### config.mk
export PLATFORM = sky130hd
export DESIGN_NAME = regfile_param
export DESIGN_NICKNAME = d
export VERILOG_FILES = /design/src/rtl/regfile_param.sv
export SDC_FILE = /design/constraint.sdc
export NUM_CORES = 2
export LEC_CHECK = 0
export BUFFER_PORTS_ARGS = -buffer_cell sky130_fd_sc_hd__buf_2
export CORE_MARGIN = 5
export CORE_UTILIZATION = 54
export CTS_CLUSTER_DIAMETER = 30
export DETAILED_ROUTE_END_ITERATION = 8
export HOLD_SLACK_MARGIN = 0.08
export PLACE_DENSITY = 0.72
export SLEW_MARGIN = 5
export SYNTH_ARGS = -nofsm -noshare
export SYNTH_HDL_FRONTEND = slang
export SYNTH_SLANG_ARGS = --single-unit
### constraint.sdc
create_clock -name Clock -period 39.7 [get_ports Clock]
set_input_delay 1.985 -clock Clock [delete_from_list [all_inputs] [get_ports Clock]]
set_output_delay 1.985 -clock Clock [all_outputs]
set_load 0.02 [all_outputs]
### src/rtl/regfile_param.sv
// Two-read/one-write register file with a zero register, write bypass,
// a busy scoreboard and a one-entry-per-cycle bulk-clear sweep.
module regfile_param #(
  parameter int WIDTH    = 32,
  parameter int ADDR_W   = 5,
  parameter int ZERO_REG = 1,
  parameter int BYPASS   = 1
) (
  input  logic              Clock,
  input  logic              Reset,
  input  logic              RegWrite,
  input  logic [ADDR_W-1:0] WriteRegNo,
  input  logic [WIDTH-1:0]  WriteData,
  input  logic [ADDR_W-1:0] ReadReg1,
  input  logic [ADDR_W-1:0] ReadReg2,
  output logic [WIDTH-1:0]  ReadData1,
  output logic [WIDTH-1:0]  ReadData2,
  input  logic              Reserve,
  input  logic [ADDR_W-1:0] ReserveRegNo,
  output logic              Busy1,
  output logic              Busy2,
  input  logic              ClearReq,
  output logic              Ready
);

  localparam int DEPTH = 1 << ADDR_W;

  typedef enum logic {
    IDLE,
    CLEAR
  } state_e;

  state_e            state_q, state_d;
  logic [ADDR_W-1:0] cnt_q, cnt_d;
  logic [WIDTH-1:0]  regs_q [DEPTH];
  logic [WIDTH-1:0]  regs_d [DEPTH];
  logic [DEPTH-1:0]  busy_q, busy_d;

  logic wr_en, rsv_en, byp_ok;
  logic zero1, zero2, byp1, byp2;

  assign Ready  = (state_q == IDLE);
  assign wr_en  = RegWrite && Ready &&
                  !((ZERO_REG != 0) && (WriteRegNo == '0));
  assign rsv_en = Reserve && Ready &&
                  !((ZERO_REG != 0) && (ReserveRegNo == '0));

  always_comb begin
    state_d = state_q;
    cnt_d   = cnt_q;
    regs_d  = regs_q;
    busy_d  = busy_q;
    unique case (state_q)
      IDLE: begin
        if (wr_en) begin
          regs_d[WriteRegNo] = WriteData;
          busy_d[WriteRegNo] = 1'b0;
        end
        // reserve after write: a pending producer keeps the entry busy
        if (rsv_en) begin
          busy_d[ReserveRegNo] = 1'b1;
        end
        if (ClearReq) begin
          state_d = CLEAR;
          cnt_d   = '0;
        end
      end
      CLEAR: begin
        regs_d[cnt_q] = '0;
        busy_d[cnt_q] = 1'b0;
        cnt_d         = cnt_q + ADDR_W'(1);
        if (&cnt_q) begin
          state_d = IDLE;
        end
      end
      default: state_d = IDLE;
    endcase
  end

  always_ff @(posedge Clock or posedge Reset) begin
    if (Reset) begin
      state_q <= IDLE;
      cnt_q   <= '0;
      busy_q  <= '0;
      for (int i = 0; i < DEPTH; i++) begin
        regs_q[i] <= '0;
      end
    end else begin
      state_q <= state_d;
      cnt_q   <= cnt_d;
      busy_q  <= busy_d;
      regs_q  <= regs_d;
    end
  end

  assign byp_ok = (BYPASS != 0) && wr_en && !Reset;
  assign zero1  = (ZERO_REG != 0) && (ReadReg1 == '0);
  assign zero2  = (ZERO_REG != 0) && (ReadReg2 == '0);
  assign byp1   = byp_ok && (WriteRegNo == ReadReg1);
  assign byp2   = byp_ok && (WriteRegNo == ReadReg2);

  assign ReadData1 = zero1 ? '0 :
                     byp1  ? WriteData : regs_q[ReadReg1];
  assign ReadData2 = zero2 ? '0 :
                     byp2  ? WriteData : regs_q[ReadReg2];

  assign Busy1 = busy_q[ReadReg1];
  assign Busy2 = busy_q[ReadReg2];

endmodule

==> impl_metrics.env <==
export IMPL_avgSynthCellArea_sq_um=12.5
export IMPL_cp_startpoint="ReadReg1[1]"
export IMPL_dp_final_hpwl_um=118000
export IMPL_clockBufferDepth=3
export IMPL_cts_resized=0
export IMPL_fin_crit_ns=8.69
export IMPL_ys_async_sr_fraction_pct=100
export IMPL_cts_setup_buffers=0
export IMPL_synth_edf_count=0
export IMPL_powerDensity_nw_per_um2=55.7
export IMPL_worstPathRequired_ns=37.72
export IMPL_drcViolationCount=0
export IMPL_h_tree_depth=4
export IMPL_synthTopCellsByCount="dfrtp_1, a22o_1, mux2i_1"
export IMPL_die_area_sq_um=111000
export IMPL_grt_pass1_vias=47000
export IMPL_grt_antenna_before_repair=14
export IMPL_criticalPathCategory="in2out"
export IMPL_min_from="regs_q[422]"
export IMPL_status="complete, no violations"
export IMPL_vias=47500
export IMPL_num_rows=118
export IMPL_fin_util_pct=63.3
export IMPL_finalMaxSlewViolations=0
export IMPL_cts_tree="built"
export IMPL_timing_rr_start="state_q"
export IMPL_critPathSlowestCell="a31oi_1"
export IMPL_crit_chain="buf_8 > buf_4 > buf_12 > nor2_1 > and2_2 > buf_4 > a22oi_1 > o2111ai_1 > a31oi_1 > buf_2"
export IMPL_ys_top_cells_by_area="dfrtp_1, a22o_1, mux2i_1"
export IMPL_leakagePower_uw=0.0303
export IMPL_arrival_ns=6.70
export IMPL_clk_pin_slew_worst_paths_ns=0.05
export IMPL_fin_nets=4476
export IMPL_clock_latency_ns=0.80
export IMPL_cp_max_fo=116
export IMPL_wl_per_cell_um=36.4
export IMPL_yosysWarningCount=0
export IMPL_hold_violations=0
export IMPL_grt_ovfl_total=0
export IMPL_cp_end_kind="primary output"
export IMPL_drt_total_wl_um=218000
export IMPL_die_h_um=334
export IMPL_yosysMostFrequentCell="dfrtp_1"
export IMPL_track_usage_pct=37.9
export IMPL_drive_above_1_share_pct=20.7
export IMPL_drt_pass1_iter_count=9
export IMPL_yosysUniqueCellTypes=57
export IMPL_synth_top_area_share_pct=46.9
export IMPL_cts_buffers=212
export IMPL_maxCapViolations=0
export IMPL_fin_crit_sh_pct=21.9
export IMPL_ant_nets=0
export IMPL_ys_seq_area_share_pct=46.9
export IMPL_drtIter0Drc=7260
export IMPL_hold_class="reg2reg"
export IMPL_ios=124
export IMPL_max_slew_margin_rel_pct=16.3
export IMPL_slowest_delay_ns=0.74
export IMPL_rsz0062_at_grt="no"
export IMPL_initial_core_util_pct=54.5
export IMPL_cts_root_buf="clkbuf_16"
export IMPL_synth_nets=4612
export IMPL_synthCells=4550
export IMPL_core_sq_um=104000
export IMPL_ys_ff_latch=1062
export IMPL_place_gp_congestion=0.938
export IMPL_skew_ns=0.0287
export IMPL_vias_per_cell=7.94
export IMPL_fin_setup_tns_ns=0
export IMPL_setup_viol=0
export IMPL_cpMostUsedCell="buf_4"
export IMPL_grt_pass1_wl_um=319000
export IMPL_cts_sinks=1062
export IMPL_max_slew_worst_pin_slew_ns=1.25
export IMPL_cts_hold_buffers=0
export IMPL_syn2layout_area_growth_pct=16.1
export IMPL_yosys_area_top_type="dfrtp_1"
export IMPL_grt_max_degree=167
export IMPL_synth_ff_type="dfrtp_1"
export IMPL_dieWidth_um=334
export IMPL_fmax_ghz=0.115
export IMPL_cp_start_kind="primary input"
export IMPL_synthesis_area_sq_um=56700
export IMPL_peakVddDrop_uv=49.0
export IMPL_portBuffers=123
-- cell type report --
| cell class | instances | area, sq um |
|---|---|---|
| Antenna cell | 10 | 25.0 |
| Clock buffer | 247 | 5710 |
| Clock inverter | 153 | 1910 |
| Fill cell | 7699 | 38200 |
| Inverter | 14 | 60.1 |
| Multi-Input combinational cell | 2871 | 28100 |
| Sequential cell | 1062 | 26600 |
| Tap cell | 1380 | 1730 |
| Timing Repair Buffer | 253 | 1690 |
-- final timing paths --
path | end | slack (ns) | cells past startpoint
max | ReadData1[12] | 31.01 | 10
min | regs_q[422] | 0.51 | 1
max reg2reg | regs_q[197] | 36.18 | 8
min reg2reg | regs_q[422] | 0.51 | 1
max in group asynchronous | regs_q[689] | 34.58 | 6
min in group asynchronous | regs_q[481] | 1.24 | 2
-- power breakdown --
part	switching [uW]	leakage [uW]	total, uW	internal, uW
registers	69.6	0.0148	1230	1160
logic	359	0.0119	546	186
clock network	646	0.00366	1890	1240
total	1070	0.0303	3670	2590
-- layer usage --
| metal | part of all wire (%) | GRT usage [%] | routed length [um] |
|---|---|---|---|
| met1 | 36 | 50.2 | 79200 |
| met2 | 42 | 52.9 | 90600 |
| met3 | 16 | 16.3 | 34100 |
| met4 | 6.4 | 20.4 | 13800 |
| met5 | 0.062 | 0.894 | 134 |
-- placed cells by master (no fill, tap or decap), types with 52 or more instances in the layout --
| master | instances |
|---|---|
| a211o_1 | 64 |
| a21o_1 | 52 |
| a21oi_1 | 77 |
| a22o_1 | 1024 |
| a22oi_1 | 284 |
| a31oi_1 | 66 |
| buf_2 | 114 |
| buf_4 | 131 |
| clkbuf_16 | 218 |
| dfrtp_1 | 1062 |
| mux2i_1 | 691 |
| mux4_2 | 218 |
| o2111ai_1 | 54 |
| o31ai_1 | 65 |
-- kinds of logic (layout without fill, tap and decap cells) --
group	Yosys count	count (layout)	share of synthesized area, %
other	0	10	0
muxes	911	911	20.9
DFF	1062	1062	46.9
adders and majority gates	5	5	0.110
AOI/OAI and AO/OA	1756	1756	25.3
xor gates and xnor gates	12	12	0.186
buffers and inverters	617	667	4.71
and+or+nand+nor	187	187	1.88
-- flip-flops by register name, summed over array words and instances, names as in the netlist --
name	count
regs_q	1024
busy_q	32
cnt_q	5
state_q	1
-- metrics by stage --
step                      total power [uW]  cells  area [sq um]  setup WS, ns  hold WS, ns
after global routing                  3750   5982         65800         31.11        0.527
after detailed placement              1760   5580         58100         31.41        0.497
final                                 3670   5990         65800         31.01        0.514
after global placement                1750   5580         58100         31.39        0.494
after floorplan                       1560   4550         56700          7.79        0.477
after CTS                             3640   5980         65800         31.39        0.513
-- worst max-delay path: cells and delay by family --
family	cells	cell delay, ns
buffers and inverters	5	2.65
AOI/OAI and AO/OA	3	1.31
and+or+nand+nor	2	0.44
(Power assumes the default switching activity.)
